`config.mk`:
```
export PLATFORM = sky130hd
export DESIGN_NAME = dmem_arbiter
export DESIGN_NICKNAME = d
export VERILOG_FILES = /design/src/rtl/dmem_arbiter.sv
export SDC_FILE = /design/constraint.sdc
export NUM_CORES = 1
export LEC_CHECK = 0
export ABC_AREA = 1
export BUFFER_PORTS_ARGS = -buffer_cell sky130_fd_sc_hd__buf_2
export CAP_MARGIN = 20
export CORE_AREA = 2 2 86 88
export CTS_BUF_LIST = sky130_fd_sc_hd__clkbuf_16
export CTS_CLUSTER_SIZE = 20
export DETAILED_ROUTE_END_ITERATION = 16
export DIE_AREA = 0 0 88 90
export HOLD_SLACK_MARGIN = 0.02
export PLACE_DENSITY = 0.83
export SLEW_MARGIN = 20
export SYNTH_ARGS = -nofsm -noshare
export SYNTH_HDL_FRONTEND = slang
export SYNTH_SLANG_ARGS = --single-unit
```
`constraint.sdc`:
```
create_clock -name Clock -period 2 [get_ports Clock]
set_input_delay 0.2 -clock Clock [delete_from_list [all_inputs] [get_ports Clock]]
set_output_delay 0.2 -clock Clock [all_outputs]
set_load 0.01 [all_outputs]
```
`src/rtl/dmem_arbiter.sv`:
```
// Data-memory arbiter between the MEM stage (priority) and a DMA/loader port with a CPU starvation limit.
// Define ARB_STATS_EN to add saturating stall / DMA-beat counters (stat_stall, stat_dma_beats).
module dmem_arbiter #(
  parameter int AW       = 5,
  parameter int DW       = 32,
  parameter int MAX_WAIT = 4
) (
  input  logic          Clock,
  input  logic          Resetn,
  input  logic          cpu_req,
  input  logic          cpu_we,
  input  logic [AW-1:0] cpu_addr,
  input  logic [DW-1:0] cpu_wdata,
  output logic [DW-1:0] cpu_rdata,
  output logic          cpu_stall,
  input  logic          dma_req,
  input  logic          dma_we,
  input  logic [AW-1:0] dma_addr,
  input  logic [DW-1:0] dma_wdata,
  input  logic          dma_last,
  output logic          dma_gnt,
  output logic          dma_rvalid,
  output logic [DW-1:0] dma_rdata,
  output logic          mem_we,
  output logic [AW-1:0] mem_addr,
  output logic [DW-1:0] mem_wdata,
  input  logic [DW-1:0] mem_rdata
`ifdef ARB_STATS_EN
  ,
  output logic [15:0]   stat_stall,
  output logic [15:0]   stat_dma_beats
`endif
);

  localparam int WW = $clog2(MAX_WAIT + 1);

  typedef enum logic [1:0] {IDLE, CPU, DMA} owner_t;

  owner_t        owner;
  logic [WW-1:0] wait_cnt;
  logic          force_cpu;
  logic          cpu_serve;
  logic          dma_serve;

  // Reset gates every grant so the memory sees no write while Resetn is low.
  always_comb begin
    force_cpu = (owner == DMA) && cpu_req && (wait_cnt == WW'(MAX_WAIT));
    cpu_serve = 1'b0;
    dma_serve = 1'b0;
    if (Resetn) begin
      if (owner == DMA) begin
        if (force_cpu)    cpu_serve = 1'b1;
        else if (dma_req) dma_serve = 1'b1;
        else              cpu_serve = cpu_req;
      end else begin
        if (cpu_req)      cpu_serve = 1'b1;
        else if (dma_req) dma_serve = 1'b1;
      end
    end
  end

  assign cpu_stall = Resetn & cpu_req & ~cpu_serve;
  assign dma_gnt   = dma_serve;
  assign mem_we    = dma_serve ? dma_we    : (cpu_serve & cpu_we);
  assign mem_addr  = dma_serve ? dma_addr  : cpu_addr;
  assign mem_wdata = dma_serve ? dma_wdata : cpu_wdata;
  assign cpu_rdata = mem_rdata;

  always_ff @(posedge Clock or negedge Resetn) begin
    if (!Resetn) begin
      owner      <= IDLE;
      wait_cnt   <= '0;
      dma_rvalid <= 1'b0;
      dma_rdata  <= '0;
    end else begin
      dma_rvalid <= dma_serve & ~dma_we;
      if (dma_serve && !dma_we) dma_rdata <= mem_rdata;

      case (owner)
        DMA: begin
          if (force_cpu) begin
            owner    <= IDLE;
            wait_cnt <= '0;
          end else if (dma_req) begin
            if (dma_last) begin
              owner    <= IDLE;
              wait_cnt <= '0;
            end else begin
              owner    <= DMA;
              wait_cnt <= cpu_req ? wait_cnt + WW'(1) : '0;
            end
          end else begin
            owner    <= cpu_req ? CPU : IDLE;
            wait_cnt <= '0;
          end
        end
        default: begin
          wait_cnt <= '0;
          if (cpu_req)      owner <= CPU;
          else if (dma_req) owner <= dma_last ? IDLE : DMA;
          else              owner <= IDLE;
        end
      endcase
    end
  end

`ifdef ARB_STATS_EN
  always_ff @(posedge Clock or negedge Resetn) begin
    if (!Resetn) begin
      stat_stall     <= '0;
      stat_dma_beats <= '0;
    end else begin
      if (cpu_stall && stat_stall != 16'hFFFF)   stat_stall     <= stat_stall + 16'd1;
      if (dma_gnt && stat_dma_beats != 16'hFFFF) stat_dma_beats <= stat_dma_beats + 16'd1;
    end
  end
`endif

endmodule

```
== Word-level counts from Yosys, hierarchy flattened ==
Index checks and enable logic that the tools add are counted.
Storage, ports and cells
  output and inout bits: 105
  bits of input ports: 113
  logic and storage cells: 42
  bits in registers: 38
Cells by class
  bitwise logic cells: 6
  reductions and logical operators: 4
  muxes and demuxes: 25
  eq/ne operators: 2
  $add $sub $neg: 1
Operators by type and width (count)
  $mux W32: 1
  $mux W3: 5
  $mux W1: 12
  $mux W2: 6
  $mux W5: 1
  $and A1 B1 Y1: 4
  $add A3 B1 Y3 const B: 1
  $eq A3 B3 Y1 const B: 1
  $logic_and A1 B1 Y1: 3
  $eq A2 B2 Y1 const B: 1
  $not A1 Y1: 2
  $logic_not A1 Y1: 1

== Logic depth before layout (Yosys ltp) ==
  word-level depth: 8
  mapped depth: 11
  gate-level depth less buffers: 9

== Least setup slack after synthesis ==
OpenSTA, ideal clock, no wires.
  kind: reg-to-output
  start point: register wait_cnt[0]
  end point: output port mem_wdata[12]
  data required time: 1800 ps
  stages on the path, launching flop included: 12
  path buffers: 2
  path slack: 390 ps
  arrival time: 1410 ps
  cell sequence: dfrtp_1 inv_1 ha_1 nand2_1 nand4_2 nand2_4 nand2_2 inv_2 buf_6 buf_6 nand2_1 nand2_1
On the way
  longest elaborated chain between the ends: 6
Ends and longest elaborated chain
  start, declared: RTL line 40  | logic [WW-1:0] wait_cnt;
  start signal, assigned: RTL line 90  | wait_cnt <= cpu_req ? wait_cnt + WW'(1) : '0;
  $eq A3 B3 Y1: RTL line 47  | force_cpu = (owner == DMA) && cpu_req && (wait_cnt == WW'(MAX_WAIT));
  $logic_and A1 B1 Y1: RTL line 47
  $mux W1: RTL line 52  | if (force_cpu) cpu_serve = 1'b1;
  $mux W1: RTL line 51  | if (owner == DMA) begin
  $mux W1: RTL line 50  | if (Resetn) begin
  $mux W32: RTL line 66  | assign mem_wdata = dma_serve ? dma_wdata : cpu_wdata;
  end, declared: RTL line 26  | output logic [DW-1:0] mem_wdata,
No other way between the ends.

== Worst setup path in the final report ==
  start point: register wait_cnt[0]
  end point: output port mem_wdata[13]
The elaborated chain is that of the path after synthesis.

==> results by group <==
Run status
  – Status: completed

Finish
  – Fillers: 663
  – ANT cells: 0
  – Finished Layout Cells: 618
  – Area Overhead vs Synth: 60.53%
  – Finished Cell Area: 3766 um2
  – Fin nets: 633
  – Layout cell share with drive strength beyond 1: 50.48%
  – Final Util: 53.64%

STA
  – Max-slew violation count: 0
  – Slew Limit Headroom: 71.31%
  – Actual slew at the worst max-slew pin: 0.4299 ns
  – Hold Vio Cnt, Final: 0
  – Crit share post-route: 97.72%
  – RSZ-0062 raised after global routing: true
  – Setup Skew: 0.005134 ns
  – Endpoints failing setup: 0
  – Setup TNS: 0 ns
  – Fmax achieved: 511.7 MHz
  – Min Tclk post-route: 1.954 ns

Pwr
  – Comb power frac: 29.4%
  – Internal: 0.001980 W
  – Power, Total: 0.002821 W
  – Reg power frac: 34.5%
  – Worst VDD drop: 471.7 uV
  – Lkg Pwr: 2.300 nW
  – NetSw: 0.0008403 W
  – Share of total power in the clock network: 36.1%
  – Sw Share: 29.79%
  – Pwr Density: 748.9 nW/um2

Clock network
  – Clk slew on worst S/H paths: 0.06 ns
  – Clk_lat worst skew: 0.28 ns
  – CTS tree: yes
  – Clk buf depth: 2
  – Clk sinks: 38
  – Cts bufs inserted: 5
  – CTS H-tree depth: 2
  – Root buffer cell: clkbuf_16

Synthesis
  – Post-synthesis mux area share: 0%
  – Syn Area/Cell: 7.109 um2
  – Synth Area in Adders: 1.067%
  – Synth Area in XOR/XNOR: 0.3733%
  – Compound-Gate Fraction of Synth Area: 0.4800%
  – Synthesis Warnings: 0
  – Seq/Total Area, Yosys: 40.53%
  – Synth Area in Simple Gates: 40.43%
  – #FFs+latches synth: 38
  – Distinct cells, synth: 19
  – Largest family of logic cells by synthesized area: simple AND/OR/NAND/NOR gates
  – Post-Syn Area: 2346 um2
  – Syn nets: 445
  – Instance count of the mapped netlist: 330

Worst setup path
  – WP data arrival: 1.75 ns
  – Slowest cell delay on critical path: 0.39 ns
  – Worst EP required: 1.80 ns
  – Crit Path Max Fanout: 6
  – Crit start category: register
  – Worst-path cell chain: inv_1, ha_2, nand2_2, nand4_4, nand2_4, nand2_8, clkinv_8, clkbuf_16, nand2_1, nand2_1, buf_2
  – Critical Path Sink Type: output pin
  – Critical path class: register to output pin
  – Most used cell, CP: nand2_1
  – Crit path max-delay family: buffers and inverters
  – Buf/Inv on CP: 4
  – Crit-path slowest cell: dfrtp_1

Placed design
  – Placed cell count: 600
  – GPL Wtd Cong: 0.8763
  – Dpl cell area: 3282 um2
  – Final HPWL DP: 6567 um
  – Port buffer count: 217

Routing
  – Post-DR vias/cell: 4.617
  – Drt pass-1 iters: 4
  – DR iter-0 viols: 74
  – Number of routed nets with antenna violations: 0
  – Drt wl/cell: 14.62 um
  – Vias: 2853
  – DRC: 0
  – Drt total wl: 9036 um

Run
  – Max Cap Violations: 0

Floorplan
  – Row cnt: 31
  – Die Y: 90 um
  – Initial Util: 33.42%
  – Die area: 7920 um2
  – Core Region: 7020 um2
  – Die Wd: 88 um
  – Ports: 218

Global routing
  – GRT Total Usage: 20.09%
  – Met3 Resource Use GR: 6.336%
  – Met1 Use GR: 21.28%
  – Top Usage Layer GRT: met2
  – First-pass GRT wire length: 12430 um
  – Vias in the first global route: 2639
  – Largest net degree at the start of global routing: 71
  – GRT overflow: 0
  – Met2 Usage GRT: 36.55%
  – Antenna violations before repair: 1

Hold path
  – Worst Hold Class: input pin to register
[final timing paths]
path | start | to | slack (ns) | depth (start not counted)
worst max-delay path | wait_cnt[0]$_DFF_PN0_ | mem_wdata[13] | 0.05 | 11
worst min-delay path | dma_last | owner[1]$_DFF_PN0_ | 0.09 | 2
worst max register to register | wait_cnt[0]$_DFF_PN0_ | dma_rdata[6]$_DFFE_PN0P_ | 0.18 | 10
worst min register to register | dma_rdata[17]$_DFFE_PN0P_ | dma_rdata[17]$_DFFE_PN0P_ | 0.47 | 2
max in group asynchronous | Resetn | dma_rdata[3]$_DFFE_PN0P_ | 1.14 | 3
min in group asynchronous | Resetn | dma_rdata[0]$_DFFE_PN0P_ | 0.33 | 2
[per-stage QoR]
| step | worst slack, ns | hold WS, ns |
|---|---|---|
| 3_5_place_dp | 0.09118 | 0.04660 |
| 5_1_grt | -0.05878 | 0.08287 |
| 4_1_cts | 0.004985 | 0.07738 |
| 3_3_place_gp | 0.1408 | 0.04787 |
| 6_report | 0.04569 | 0.08863 |
| 2_1_floorplan | 0.3898 | -0.09559 |
[sequential cells by signal (all words and copies together), names as in the netlist]
signal,cells
dma_rdata,32
wait_cnt,3
owner,2
dma_rvalid,1
[final cells by class]
cell class                      count  area (um2)  area share [%]
Clock buffer                        5       125.1           3.322
Clock inverter                      3       63.81           1.694
Inverter                           10       50.05           1.329
Multi-Input combinational cell    229        1064           28.24
Sequential cell                    38       950.9           25.25
Tap cell                           99       123.9           3.289
Timing Repair Buffer              234        1389           36.88
[Yosys cell counts]
library cell / n / area (um2)
buf_2: 9 / 45.04
nand2_2: 1 / 6.260
a21oi_1: 1 / 5.000
inv_2: 1 / 3.750
nand2_1: 182 / 683.2
inv_1: 9 / 33.78
nand4_1: 33 / 206.5
nand4_2: 1 / 12.51
ha_1: 2 / 25.02
buf_4: 35 / 262.8
nand2_4: 1 / 11.26
buf_1: 1 / 3.750
nand3_2: 1 / 10.01
clkbuf_1: 5 / 18.77
a31oi_1: 1 / 6.260
xnor2_1: 1 / 8.760
dfrtp_1: 38 / 950.9
nor2_1: 5 / 18.77
buf_6: 3 / 33.78
[per-layer routing]
metal	vias to the layer above	routed length, um
met1	1312	3299
met5	-	7
met4	2	92
li1	1386	-
met3	8	920
met2	145	4716
[placed cells by master (no fill, tap or decap), types with 2 or more instances in the layout]
cell	instances
nand2_1	166
nand2_4	2
dfrtp_1	38
buf_12	2
clkbuf_16	8
buf_2	210
nor2_1	5
nand2_2	15
bufinv_16	2
nand4_1	33
buf_16	2
inv_1	9
buf_4	6
buf_6	8
[power groups by stage]
stage                     Combinational [W]  Clock (W)  Sequential (W)
after floorplan                    0.000325          0         0.00105
after global placement             0.000756          0        0.000981
after detailed placement           0.000770          0        0.000983
after CTS                          0.000787    0.00103        0.000974
after global routing               0.000909    0.00108        0.000989
final                              0.000829    0.00102        0.000974
[kinds of logic (layout without fill, tap and decap cells)]
| logic type | Yosys count | count (layout) |
|---|---|---|
| fa+ha+maj | 2 | 2 |
| simple gates | 224 | 224 |
| flops | 38 | 38 |
| compound gates | 2 | 2 |
| buf+inv | 63 | 252 |
| xor+xnor | 1 | 1 |
[timing repair]
action / 4_1_cts / 5_1_grt
cloned: 1 / 4
buffers inserted: 2 / 2
pin swaps: 1 / 3
resized for setup: 5 / 33
endpoints found under the hold margin: 2 / 0
setup endpoints to repair: 39 / 38
hold buffers: 1 / 0
Power figures use the tool's default switching activity.
